===== src/rtl/cla_adder_pkg.sv =====
// Shared types and sizing helpers for the sequential carry-look-ahead adder.
// Optional subtract mode is enabled with the CLA_ADDER_SUB_EN macro.
package cla_adder_pkg;

  typedef enum logic [1:0] {
    ST_IDLE = 2'd0,
    ST_RUN  = 2'd1,
    ST_DONE = 2'd2
  } state_e;

  // Number of GROUP-bit slices in a WIDTH-bit word.
  function automatic int ng_f(input int width, input int group);
    return width / group;
  endfunction

  // Slice index width; a single-slice adder still needs a 1-bit index.
  function automatic int idx_w_f(input int ng);
    return (ng > 1) ? $clog2(ng) : 1;
  endfunction

endpackage


===== src/rtl/cla_group.sv =====
// Combinational GROUP-bit carry-look-ahead slice: produces the sum, the
// carry out of the slice and the carry into its top bit (for overflow).
module cla_group
  import cla_adder_pkg::*;
#(
  parameter int GROUP = 8
) (
  input  logic [GROUP-1:0] a_i,
  input  logic [GROUP-1:0] b_i,
  input  logic             cin_i,
  output logic [GROUP-1:0] sum_o,
  output logic             cout_o,
  output logic             cmsb_o
);

  logic [GROUP-1:0] p_s;
  logic [GROUP-1:0] g_s;
  logic [GROUP:0]   c_s;
  logic             gg_s;
  logic             pp_s;

  // Prefix generate/propagate terms give every carry directly from cin.
  always_comb begin
    p_s  = a_i ^ b_i;
    g_s  = a_i & b_i;
    c_s  = '0;
    gg_s = 1'b0;
    pp_s = 1'b1;
    c_s[0] = cin_i;
    for (int i = 0; i < GROUP; i++) begin
      gg_s       = g_s[i] | (p_s[i] & gg_s);
      pp_s       = pp_s & p_s[i];
      c_s[i+1]   = gg_s | (pp_s & cin_i);
    end
    sum_o  = p_s ^ c_s[GROUP-1:0];
    cout_o = c_s[GROUP];
    cmsb_o = c_s[GROUP-1];
  end

endmodule


===== src/rtl/cla_adder_seq.sv =====
// Multi-cycle CLA adder: one GROUP-bit slice per clock with a registered
// inter-slice carry. Define CLA_ADDER_SUB_EN to add the sub port.
module cla_adder_seq
  import cla_adder_pkg::*;
#(
  parameter int WIDTH = 32,
  parameter int GROUP = 8
) (
  input  logic             clk,
  input  logic             rst,
  input  logic             in_valid,
  output logic             in_ready,
  input  logic [WIDTH-1:0] a,
  input  logic [WIDTH-1:0] b,
  input  logic             cin,
`ifdef CLA_ADDER_SUB_EN
  input  logic             sub,
`endif
  output logic             out_valid,
  input  logic             out_ready,
  output logic [WIDTH-1:0] sum,
  output logic             cout,
  output logic             ovf
);

  localparam int NG   = ng_f(WIDTH, GROUP);
  localparam int IDXW = idx_w_f(NG);
  localparam logic [IDXW-1:0] LAST_IDX = IDXW'(NG - 1);

  state_e            state_q, state_d;
  logic [WIDTH-1:0]  a_q, a_d;
  logic [WIDTH-1:0]  b_q, b_d;
  logic [WIDTH-1:0]  sum_q, sum_d;
  logic              carry_q, carry_d;
  logic [IDXW-1:0]   idx_q, idx_d;
  logic              cout_q, cout_d;
  logic              ovf_q, ovf_d;

  logic [WIDTH-1:0]  b_eff_s;
  logic              cin_eff_s;
  logic [GROUP-1:0]  a_slice_s;
  logic [GROUP-1:0]  b_slice_s;
  logic [GROUP-1:0]  grp_sum_s;
  logic              grp_cout_s;
  logic              grp_cmsb_s;

`ifdef CLA_ADDER_SUB_EN
  // Subtraction is a + ~b + 1; cin has no effect in that mode.
  assign b_eff_s   = sub ? ~b : b;
  assign cin_eff_s = sub ? 1'b1 : cin;
`else
  assign b_eff_s   = b;
  assign cin_eff_s = cin;
`endif

  assign a_slice_s = a_q[int'(idx_q) * GROUP +: GROUP];
  assign b_slice_s = b_q[int'(idx_q) * GROUP +: GROUP];

  cla_group #(
    .GROUP (GROUP)
  ) u_cla_group (
    .a_i    (a_slice_s),
    .b_i    (b_slice_s),
    .cin_i  (carry_q),
    .sum_o  (grp_sum_s),
    .cout_o (grp_cout_s),
    .cmsb_o (grp_cmsb_s)
  );

  // Next-state and datapath update for the IDLE/RUN/DONE sequencer.
  always_comb begin
    state_d = state_q;
    a_d     = a_q;
    b_d     = b_q;
    sum_d   = sum_q;
    carry_d = carry_q;
    idx_d   = idx_q;
    cout_d  = cout_q;
    ovf_d   = ovf_q;
    case (state_q)
      ST_IDLE: begin
        if (in_valid && in_ready) begin
          a_d     = a;
          b_d     = b_eff_s;
          carry_d = cin_eff_s;
          idx_d   = '0;
          state_d = ST_RUN;
        end else begin
          state_d = ST_IDLE;
        end
      end
      ST_RUN: begin
        sum_d[int'(idx_q) * GROUP +: GROUP] = grp_sum_s;
        carry_d = grp_cout_s;
        if (idx_q == LAST_IDX) begin
          cout_d  = grp_cout_s;
          ovf_d   = grp_cmsb_s ^ grp_cout_s;
          idx_d   = '0;
          state_d = ST_DONE;
        end else begin
          idx_d   = idx_q + IDXW'(1);
          state_d = ST_RUN;
        end
      end
      ST_DONE: begin
        if (out_ready) begin
          state_d = ST_IDLE;
        end else begin
          state_d = ST_DONE;
        end
      end
      default: begin
        state_d = ST_IDLE;
      end
    endcase
  end

  // State and datapath registers; reset discards any in-flight operation.
  always_ff @(posedge clk) begin
    if (rst) begin
      state_q <= ST_IDLE;
      a_q     <= '0;
      b_q     <= '0;
      sum_q   <= '0;
      carry_q <= 1'b0;
      idx_q   <= '0;
      cout_q  <= 1'b0;
      ovf_q   <= 1'b0;
    end else begin
      state_q <= state_d;
      a_q     <= a_d;
      b_q     <= b_d;
      sum_q   <= sum_d;
      carry_q <= carry_d;
      idx_q   <= idx_d;
      cout_q  <= cout_d;
      ovf_q   <= ovf_d;
    end
  end

  assign in_ready  = (state_q == ST_IDLE);
  assign out_valid = (state_q == ST_DONE);
  assign sum       = sum_q;
  assign cout      = cout_q;
  assign ovf       = ovf_q;

endmodule


===== config.mk =====
export PLATFORM = sky130hd
export DESIGN_NAME = cla_adder_seq
export DESIGN_NICKNAME = d
export VERILOG_FILES = /design/src/rtl/cla_adder_pkg.sv /design/src/rtl/cla_group.sv /design/src/rtl/cla_adder_seq.sv
export SDC_FILE = /design/constraint.sdc
export NUM_CORES = 1
export LEC_CHECK = 0
export BUFFER_PORTS_ARGS = -buffer_cell sky130_fd_sc_hd__buf_2
export CORE_MARGIN = 1.5
export CORE_UTILIZATION = 48
export DETAILED_ROUTE_END_ITERATION = 8
export PLACE_DENSITY = 0.83
export SLEW_MARGIN = 20
export SYNTH_ARGS = -nofsm -noshare
export SYNTH_HDL_FRONTEND = slang
export SYNTH_SLANG_ARGS = --single-unit

===== constraint.sdc =====
create_clock -name clk -period 2.9 [get_ports clk]
set_clock_uncertainty 0.2 [all_clocks]
set_input_delay 0.29 -clock clk [delete_from_list [all_inputs] [get_ports clk]]
set_output_delay 0.29 -clock clk [all_outputs]
set_load 0.01 [all_outputs]

Word level (Yosys, flattened, before mapping). Index checks and enable logic that the tools add are counted.

Add/subtract/negate cells: 2. Equality and inequality tests: 4. Shift-type cells: 4. Mux-type cells: 10. Bitwise operators: 41. Reduce and logical (&&, ||, !) cells: 6.

Operators with widths (count): $shiftx 32x6->8 (2); $neg 5->33 (1); $shift 8x33->32 const A (1); $shiftx 8x33->32 (1); $bwmux 32 (1); $and 1x1->1 (22); $xor 8x8->8 (2); $or 1x1->1 (15); $and 8x8->8 (1); $mux 2 (4); $pmux 2 s3 (1); $reduce_and 2->1 (3); $eq 2x2->1 const B (2); $pmux 2 s2 (1); $add 2x1->2 const B (1); $eq 2x1->1 const B (1); $logic_not 2->1 (1); $mux 1 (2); $ne 2x1->1 const B (1); $pmux 1 s2 (1); $reduce_bool 2->1 (1); $logic_and 1x1->1 (1); $xor 1x1->1 (1).

Bits in registers: 103. Output and inout bits: 36. Logic and storage cells: 75.

Logic depth before layout (Yosys ltp). Gate-level depths: netlist (run 1).

Depth after elaboration: 18. Depth in mapped cells: 9. Depth with buffers taken out: 7.

Cells and area by module. Synthesis (run 1) repeated with hierarchy kept, for this count alone.

Cell total of the unflattened synthesis: 497. Area, all modules: 4571.9 um^2.

Modules (own cells, without submodules): cla_adder_seq (instances 1, cells each 458, area an instance 4231.6 um^2, seq. area each 2062.0 um^2); cla_group (instances 1, cells each 39, area an instance 340.3 um^2, seq. area each 0.0 um^2).

Least setup slack after synthesis (run 1). No wires, ideal clock.

Path type: flip-flop to flip-flop. Start: reg idx_q[0]. End: reg ovf_q (netlist: ovf). Data arrival time: 2886 ps. Slack: -300 ps. Cell stages (with the launch flop): 10. Path buffers: 2. Period minus slack after synthesis: 3200 ps. Cells stage by stage: dfxtp_1 buf_4 buf_4 mux4_2 ha_1 o21a_1 or2_1 a31oi_1 mux2_1 o21a_1.

Word-level cells in the longest chain between the ends: 18. Elaborated cells between the ends (all ways): 32. Those cells by class: eq/ne: 1; shift: 2; bitwise: 28; reduce/logical: 1.

Ends and longest elaborated chain: start, declared (RTL line cla_adder_seq.sv:35) `logic [IDXW-1:0] idx_q, idx_d;`; start signal, assigned (RTL line cla_adder_seq.sv:135) `idx_q <= idx_d;`; $shiftx 32x6->8, on equally long branches (RTL line cla_adder_seq.sv:56, cla_adder_seq.sv:57); $xor 8x8->8 or $and 8x8->8 (tied branches) (RTL line cla_group.sv:24, cla_group.sv:25); $and 1x1->1 (RTL line cla_group.sv:31) `gg_s = g_s[i] | (p_s[i] & gg_s);`; $or 1x1->1 (RTL line cla_group.sv:31); $and 1x1->1 (RTL line cla_group.sv:31); $or 1x1->1 (RTL line cla_group.sv:31); $and 1x1->1 (RTL line cla_group.sv:31); $or 1x1->1 (RTL line cla_group.sv:31); [2 not listed]; $and 1x1->1 (RTL line cla_group.sv:31); $or 1x1->1 (RTL line cla_group.sv:31); $and 1x1->1 (RTL line cla_group.sv:31); $or 1x1->1 (RTL line cla_group.sv:31); $and 1x1->1 (RTL line cla_group.sv:31); $or 1x1->1 (RTL line cla_group.sv:31); $or 1x1->1 (RTL line cla_group.sv:33) `c_s[i+1] = gg_s | (pp_s & cin_i);`; $xor 1x1->1 (RTL line cla_adder_seq.sv:97) `ovf_d = grp_cmsb_s ^ grp_cout_s;`; end signal, assigned (RTL line cla_adder_seq.sv:137) `ovf_q <= ovf_d;`; end, declared (RTL line cla_adder_seq.sv:37) `logic ovf_q, ovf_d;`.

Parallel ways exist; a longest one is shown, timed or not. A chain may end at the register's enable or synchronous reset.

Worst setup path in the final report (run 1). Same ends and word-level chain as after synthesis.

==> metrics.md, run 1 <==
| Metric | Value |
|---|---|
| Status | complete, no violations |
| GRT overflow | 0 |
| Crit path max fanout | 7 |
| Relative slew slack | 59.35% |
| I/O Buffers | 104 |
| Commonest non-fill, non-tap cell in the layout | nand2_1 |
| Vias per cell | 5.502 |
| Final Cycle Share | 98.32% |
| Post-layout nets | 755 |
| Final RePlAce weighted congestion | 0.8161 |
| Post-synth cell types | 44 |
| Adder-Cell Fraction of Synth Area | 4.315% |
| Clk sink count | 103 |
| Post-synth top area cell | dfxtp_1 |
| Clock transition at path regs | around 0.11 ns |
| Final Worst Setup Slack | slightly below 0.05 ns |
| Syn Area/Cell | roughly 9 um2 |
| Worst-Margin Slew | 0.6098 ns |
| Antenna Nets Post-Route | 0 |
| Worst Path Buf+Inv | 1 |
| CP max-delay cell | mux4_2 |
| DR pass1 iterations | 4 |
| Vias | 4330 |
| Storage cell area | 0.002066 mm2 |
| Area contributors post-synth | dfxtp_1, nand2_1, a21oi_1, mux4_2, ha_1 |
| Synth top area share | 45.59% |
| Final min period | 2.851 ns |
| Post-synthesis simple-gate area fraction | 20.44% |
| Tightest Hold Check Type | input port to flop |
| WL final | 12670 um |
| Top FF cell, synth | dfxtp_1 |
| Post-synthesis register bit count | 103 |
| Worst hold slack | 0.01757 ns |
| Critical path's largest stage delay | between 0.5 and 0.6 ns |
| Mux contribution to synthesized area | 8.658% |
| Max Cap Violations | 0 |
| Seq/Total Area, Yosys | 45.59% |
| First-pass GRT wire length | 19890 um |
| RSZ-0062 raised after global routing | true |
| Setup Crit Path Kind | flop to flop |
| Max Fclk | 350.7 MHz |
| Residual DRC | 0 |
| Pwr per Cell Area | 483.8 mW/mm2 |
| Maximum vdd drop | 0.0002839 V |
| Fraction of layout cells with a size suffix above 1 | between 20% and 30% |
| Antenna violations before repair | 0 |
| Drt wl/cell | between 15 and 20 um |
| Placed Cells | roughly 700 |
| Synth Area in Compound Gates | 16.96% |
| Maximum level of the CTS H-tree | 3 |
| EDFF count, synth | 0 |
| Final hold vios | 0 |
| Clk buf depth | 2 |
| Total power | roughly 3 mW |
| Syn Nets | 590 |
| Crit path DAT | 2.94 ns |
| Die W | 100.1 um |
| Worst Setup Start Kind | flop |
| Required time of the critical path | 2.99 ns |
| Multi-input gate area | 0.002361 mm2 |
| Yosys warning count | 0 |
| Die H | ~100 um |
| Asr flop ratio synth | 0% |
| # setup viols final | 0 |
| Core footprint | 0.009196 mm2 |
| Setup Slack @ Placement | 0.04365 ns |
| HPWL Detailed | between 7000 and 8000 um |
| Root Driver | clkbuf_8 |
| Mapped Cells | 506 |
| Layout overhead on the synthesized area | 34.80% |
| 1st-iter DRT viols | roughly 160 |
| CP most frequent cell | o21a_1 |
| Total negative setup slack | 0 ns |
| Top delay family on crit path | multiplexers |
| Crit end category | flop |
| P_leak | ~2.6 nW |
| Commonest non-fill, non-tap cells in the layout | nand2_1, buf_2, dfxtp_1 |
| Mapped Area | 0.004523 mm2 |
| Largest net degree at the start of global routing | 66 |
| CP Cell Sequence | buf_4 -> mux4_2 -> ha_1 -> o21a_1 -> or2_1 -> a31oi_1 -> mux2_1 -> o21a_1 |
| CTS tree | built |
| Xor and xnor area share after synthesis | 0.7746% |
| Number of global-route vias before repair | 4171 |
| Num CTS Buffers | 9 |
| I/O pin cnt | 105 |
| Largest family of logic cells by synthesized area | simple AND/OR/NAND/NOR gates |
| Row cnt | 35 |
| Die ar. | around 0.010 mm2 |
| Number of diodes | 0 |
| Initial Utilization | 49.18% |
| Final std cells w/o fill | between 700 and 800 |
| GRT Util Overall | 25.52% |
| Clk_lat worst skew | 0.38 ns |
| # fillers | 702 |
| Fin. max-slew vios | 0 |
kinds of logic (layout without fill, tap and decap cells):
group | Yosys count | in the layout
AO/OA/AOI/OAI | 128 | 128
XOR/XNOR | 4 | 4
adder cells (fa/ha/maj) | 15 | 15
buffers and inverters | 35 | 205
flip-flops | 103 | 103
multiplexers | 19 | 19
AND/OR/NAND/NOR | 202 | 202
worst min-delay path, stage by stage:
cell	delay, ns
buf_2	0.08
a22oi_1	0.07
a21oi_1	0.11
path summary, 6_finish.rpt:
kind / start / endpoint / slack, ns / cells after the start
min reg2reg: sum[30] / sum[30] / 0.25 / 2
max: idx_q[0] / ovf / 0.05 / 8
min: cin / carry_q / 0.02 / 3
max reg2reg: idx_q[0] / ovf / 0.05 / 8
metal layers:
layer / track usage (%) / share of wire, %
met5: 0 / 0
met4: 8.992 / 2.3
met3: 5.850 / 6.2
met2: 45.26 / 52
met1: 30.30 / 39
what timing repair did:
action / in CTS / in global routing
buffers inserted: 0 / 7
hold buffers: 65 / 0
hold endpoints to repair: 65 / 0
endpoints found under the setup margin: 0 / 20
resized for setup: 0 / 5
cells in the mapped netlist, types with 2 or more instances:
cell	instances
and2_1	2
a21oi_1	77
nor3_1	5
a22o_1	8
o21ai_1	10
ha_1	14
dfxtp_1	103
nand2_4	2
buf_4	2
xor2_1	2
nand2_2	2
mux4_2	16
a22oi_1	13
nand2_1	141
nor2_1	20
o21a_1	3
nor4b_4	3
mux2i_1	2
o21ai_0	3
buf_1	7
a211oi_2	2
a21o_1	3
nand2b_1	5
nor2b_1	2
nand3_1	14
o211ai_1	4
xnor2_1	2
inv_1	3
buf_2	7
clkbuf_1	15
flip-flops by register name, indices dropped and copies added (netlist names):
| register | count |
|---|---|
| state_q | 2 |
| a_q | 32 |
| cout | 1 |
| carry_q | 1 |
| ovf | 1 |
| idx_q | 2 |
| b_q | 32 |
| sum | 32 |
metrics by stage:
| step | instance area (um2) | util [%] |
|---|---|---|
| 5_1_grt | 6097 | 66.30 |
| 3_3_place_gp | 5162 | 56.14 |
| 2_1_floorplan | 4557 | - |
| 3_5_place_dp | 5162 | 56.14 |
| 4_1_cts | 6013 | 65.39 |
| 6_report | 6097 | 66.30 |
power by group:
group,internal [mW],switching [mW]
clock network,0.341,0.558
logic,0.255,0.286
registers,1.48,0.0349
cell type report:
type	count	area share, %
Tap cell	111	2.278
Multi-Input combinational cell	368	38.72
Inverter	4	0.2463
Clock buffer	9	2.032
Sequential cell	103	33.88
Clock inverter	7	1.252
Timing Repair Buffer	185	21.59
Note: power is estimated with default switching activity, not from simulation.
==> run 2, diff against run 1 <==
--- a/config.mk
+++ b/config.mk
@@ -6,7 +6,6 @@
 export NUM_CORES = 1
 export LEC_CHECK = 0
 export BUFFER_PORTS_ARGS = -buffer_cell sky130_fd_sc_hd__buf_2
-export CORE_MARGIN = 1.5
 export CORE_UTILIZATION = 48
 export DETAILED_ROUTE_END_ITERATION = 8
 export PLACE_DENSITY = 0.83
==> run 2 against run 1 <==
The run now ends with DRC left; die area down 2.0%; first-iteration DRC count up 99%; fmax down 1.5%; largest power group unchanged.
==> metrics.md, run 2 (synthesized netlist as in run 1, its figures left out) <==
| Metric | Value |
|---|---|
| Vias | 4334 |
| Max Cap Violations | 0 |
| Vias per cell | 5.521 |
| Worst-Margin Slew | 0.6193 ns |
| Core footprint | between 0.009 and 0.01 mm2 |
| Status | finished, violations left |
| Drt wl/cell | 16.09 um |
| Crit path DAT | 2.98 ns |
| P_leak | 2.581 nW |
| Largest net degree at the start of global routing | 66 |
| Residual DRC | 2 |
| Root Driver | clkbuf_8 |
| WL final | 12630 um |
| Setup Crit Path Kind | flop to flop |
| Final Core Density | 66.08% |
| Final hold vios | 0 |
| Final std cells w/o fill | 785 |
| Post-layout nets | between 700 and 800 |
| Area after DPL | 0.005142 mm2 |
| Commonest non-fill, non-tap cell in the layout | nand2_1 |
| Clk sink count | 103 |
| Total power | 2.917 mW |
| CP Cell Sequence | buf_4 -> mux4_2 -> ha_4 -> o21a_1 -> or2_1 -> a31oi_1 -> mux2_1 -> o21a_1 |
| 1st-iter DRT viols | ~320 |
| Clock transition at path regs | roughly 0.11 ns |
| Failing checks | DRC |
| Final Worst Setup Slack | 0.005474 ns |
| I/O pin cnt | 105 |
| Clk buf depth | 2 |
| Die ar. | 0.009815 mm2 |
| Fraction of layout cells with a size suffix above 1 | approximately 25% |
| Die H | 99.07 um |
| GRT Util Overall | between 20% and 30% |
| # setup viols final | 0 |
| CP most frequent cell | o21a_1 |
| HPWL Detailed | 8063 um |
| Crit end category | flop |
| Placed Cells | 698 |
| Clk_lat worst skew | 0.39 ns |
| GRT overflow | 0 |
| Required time of the critical path | 2.98 ns |
| Layout overhead on the synthesized area | 34.36% |
| Antenna Nets Post-Route | 0 |
| Worst Setup Start Kind | flop |
| Commonest non-fill, non-tap cells in the layout | nand2_1, buf_2, dfxtp_1 |
| Crit path max fanout | 6 |
| I/O Buffers | 104 |
| CTS tree | built |
| DR pass1 iterations | 6 |
| Row cnt | 35 |
| Maximum vdd drop | ~0.00035 V |
| Final Cycle Share | 99.81% |
| Final min period | about 2.9 ns |
| Fin. max-slew vios | 0 |
| Relative slew slack | 58.71% |
| Initial Utilization | between 40 and 50% |
| Critical path's largest stage delay | roughly 0.55 ns |
| CP max-delay cell | mux4_2 |
| Number of diodes | 0 |
| First-pass GRT wire length | between 20000 and 25000 um |
| Die W | 99.07 um |
| Tightest Hold Check Type | input port to flop |
| Max Fclk | 345.5 MHz |
| Maximum level of the CTS H-tree | 3 |
| Pwr per Cell Area | between 400 and 500 mW/mm2 |
| Number of global-route vias before repair | 4325 |
| Antenna violations before repair | 0 |
| Num CTS Buffers | 9 |
| Setup Slack @ Placement | 0.02998 ns |
| Post-route cell area | 0.006077 mm2 |
| Final RePlAce weighted congestion | 0.8752 |
==> run 2: power breakdown <==
| part | total (mW) | leakage [nW] | switching [mW] | internal, mW |
|---|---|---|---|---|
| combinational | 0.537 | 1.65 | 0.284 | 0.254 |
| sequential | 1.51 | 0.841 | 0.0376 | 1.48 |
| clock | 0.867 | 0.0927 | 0.536 | 0.330 |
| total | 2.92 | 2.58 | 0.858 | 2.06 |
==> run 2: final timing paths <==
| check | startpoint | end | slack [ns] | depth (start not counted) |
|---|---|---|---|---|
| worst min register to register | b_q[29] | b_q[29] | 0.26 | 2 |
| worst min-delay path | cin | carry_q | 0.03 | 3 |
| worst max-delay path | idx_q[0] | ovf | 0.005 | 8 |
| worst max register to register | idx_q[0] | ovf | 0.005 | 8 |
==> run 2: through the flow <==
step / hold slack (ns) / setup TNS (ns)
after detailed placement: 0.2478 / 0
final: 0.03180 / 0
after global routing: 0.05007 / -0.05208
after floorplan: 0.2260 / 0
after CTS: 0.01757 / 0
after global placement: 0.2384 / 0
==> run 2: repair_timing <==
action / CTS / global route
pin swaps: 0 / 1
gates resized for setup: 0 / 3
hold buffers: 65 / 0
hold endpoints to repair: 65 / 0
endpoints found under the setup margin: 1 / 20
setup buffers: 2 / 4
==> run 2: critical path, delay by kind of cell (launching register included) <==
family,cells,cell delay (ns)
compound gates,3,0.60
simple gates,1,0.27
mux,2,0.92
buf+inv,1,0.17
flops,1,0.38
fa+ha+maj,1,0.25
==> run 2: area by class of cell <==
| cell class | count | area [um2] |
|---|---|---|
| clock buffers | 9 | 123.9 |
| clock inverters | 7 | 62.56 |
| fillers | 689 | 3119 |
| inverters | 4 | 15.01 |
| multi-input cells | 368 | 2357 |
| flip-flops and latches | 103 | 2066 |
| well taps | 111 | 138.9 |
| repair buffers | 183 | 1314 |
==> run 2: per-layer routing <==
| layer | GRT usage [%] | share of wire, % | up-vias |
|---|---|---|---|
| li1 | - | - | 2077 |
| met1 | 30.15 | 39 | 2018 |
| met2 | 46.69 | 50 | 201 |
| met3 | 5.390 | 6.9 | 38 |
| met4 | 12.33 | 3.4 | 0 |
| met5 | 0 | 0 | - |
==> run 3, diff against run 2 <==
--- a/config.mk
+++ b/config.mk
@@ -6,7 +6,7 @@
 export NUM_CORES = 1
 export LEC_CHECK = 0
 export BUFFER_PORTS_ARGS = -buffer_cell sky130_fd_sc_hd__buf_2
-export CORE_UTILIZATION = 48
+export CORE_UTILIZATION = 50
 export DETAILED_ROUTE_END_ITERATION = 8
 export PLACE_DENSITY = 0.83
 export SLEW_MARGIN = 20
==> constraint.sdc (replaced) <==
create_clock -name clk -period 3.3 [get_ports clk]
set_clock_uncertainty 0.2 [all_clocks]
set_input_delay 0.33 -clock clk [delete_from_list [all_inputs] [get_ports clk]]
set_output_delay 0.33 -clock clk [all_outputs]
set_load 0.01 [all_outputs]
==> run 3 against run 2 <==
Combinational power fell by 24%; core utilization fell by 1.0 points; via count fell by 6.7%; die area fell by 3.9%; clock power fell by 13%; power fell by 15%; largest power group unchanged; critical endpoint unchanged; critical path type unchanged; fmax fell by 3.4%; the flow now finishes without violations.
==> metrics.md, run 3 (synthesized netlist as in run 1, its figures left out) <==
| Metric | Value |
|---|---|
| Largest net degree at the start of global routing | roughly 70 |
| Placed Cells | between 600 and 700 |
| CP max-delay cell | mux4_2 |
| I/O Buffers | 104 |
| Final std cells w/o fill | 748 |
| HPWL Detailed | 7594 um |
| Antenna Nets Post-Route | 0 |
| Final RePlAce weighted congestion | 0.8456 |
| Setup Crit Path Kind | flop to flop |
| Drt wl/cell | ~14 um |
| P_leak | 2.422 nW |
| Layout overhead on the synthesized area | 25.48% |
| Die H | 97.11 um |
| Vias | 4043 |
| CP Cell Sequence | buf_4 -> mux4_2 -> ha_1 -> o21a_1 -> or2_1 -> a31oi_1 -> mux2_1 -> o21a_1 |
| Final Cycle Share | 90.79% |
| Critical path's largest stage delay | 0.53 ns |
| Row cnt | 34 |
| Worst Setup Start Kind | flop |
| Clk sink count | 103 |
| Root Driver | clkbuf_8 |
| Commonest non-fill, non-tap cell in the layout | nand2_1 |
| Clk_lat worst skew | 0.38 ns |
| GRT Util Overall | 23.43% |
| Crit path max fanout | 12 |
| Tightest Hold Check Type | input port to flop |
| Post-layout nets | 719 |
| GRT overflow | 0 |
| Initial Utilization | 51.87% |
| Fraction of layout cells with a size suffix above 1 | 24.69% |
| Fin. max-slew vios | 0 |
| First-pass GRT wire length | approximately 18000 um |
| Final hold vios | 0 |
| CP most frequent cell | o21a_1 |
| Core footprint | 0.008721 mm2 |
| RSZ-0062 raised after global routing | false |
| # setup viols final | 0 |
| Pwr per Cell Area | 438.3 mW/mm2 |
| DR pass1 iterations | 4 |
| Max Cap Violations | 0 |
| I/O pin cnt | roughly 110 |
| Worst-Margin Slew | a little over 0.9 ns |
| Die ar. | 0.009430 mm2 |
| Number of diodes | 0 |
| Die W | around 100 um |
| 1st-iter DRT viols | 213 |
| Clock transition at path regs | 0.10 ns |
| # fillers | 665 |
| Vias per cell | about 5.4 |
| WL final | 10830 um |
| Crit end category | flop |
| Status | complete, no violations |
| Antenna violations before repair | 0 |
| Final min period | 2.996 ns |
| Residual DRC | 0 |
| Num CTS Buffers | 9 |
| Crit path DAT | 3.07 ns |
| Required time of the critical path | roughly 3.4 ns |
| Maximum level of the CTS H-tree | 3 |
| Clk buf depth | 2 |
| CTS tree | built |
| Commonest non-fill, non-tap cells in the layout | nand2_1, buf_2, dfxtp_1 |
| Total negative setup slack | 0 ns |
| Maximum vdd drop | 0.0002619 V |
| Relative slew slack | 39.36% |
| Setup bufs post-CTS | 0 |
| Max Fclk | 333.8 MHz |
| Number of global-route vias before repair | around 3900 |
==> run 3: what timing repair did <==
action | 4_1_cts | 5_1_grt
hold buffers | 38 | 1
endpoints found under the hold margin | 38 | 1
resized for setup | 0 | 0
==> run 3: routing by layer <==
metal / GRT usage (%) / vias to the layer above / share of wire, %
met5: 0 / - / 0
met4: 9.989 / 0 / 2.7
met3: 4.029 / 28 / 5.3
met2: 38.79 / 142 / 49
met1: 30.21 / 1860 / 43
li1: - / 2013 / -
==> run 3: cell type report <==
cell class	count	area (um2)	area share, %
clock buffers	9	123.9	2.183
clock inverters	7	61.31	1.080
inverters	4	15.01	0.2646
multi-input cells	368	2322	40.92
flip-flops and latches	103	2062	36.33
well taps	108	135.1	2.381
repair buffers	149	955.9	16.84
==> run 3: path summary, 6_finish.rpt <==
kind,startpoint,endpoint,slack [ns],cells past startpoint
hold reg to reg,b_q[18],b_q[18],0.26,2
hold / removal,a[29],a_q[29],0.001,3
setup reg to reg,idx_q[0],ovf,0.30,8
setup / recovery,idx_q[0],ovf,0.30,8
==> run 3: where the power goes <==
group | switching, mW | internal (mW) | total [mW]
registers | 0.0281 | 1.30 | 1.32
clock network | 0.466 | 0.290 | 0.756
logic | 0.227 | 0.180 | 0.407
==> run 3: metrics by stage <==
stage | instance area, um2 | power (mW) | util, % | hold WS (ns) | setup slack (ns)
after floorplan | 4523 | 1.609 | - | 0.2331 | 0.09965
after CTS | 5660 | 2.489 | 64.91 | 0.00002187 | 0.2863
after detailed placement | 5095 | 1.719 | 58.42 | 0.2439 | 0.3091
final | 5675 | 2.488 | 65.08 | 0.001461 | 0.3039
after global placement | 5095 | 1.706 | 58.42 | 0.2402 | 0.3826
after global routing | 5675 | 2.601 | 65.08 | 0.004329 | 0.1510
==> run 3: worst max-delay path, delay by kind of cell (launching register included) <==
kind,cells,cell delay [ns]
compound gates,3,0.60
mux,2,0.89
buf+inv,1,0.25
simple gates,1,0.26
fa+ha+maj,1,0.36
flops,1,0.34
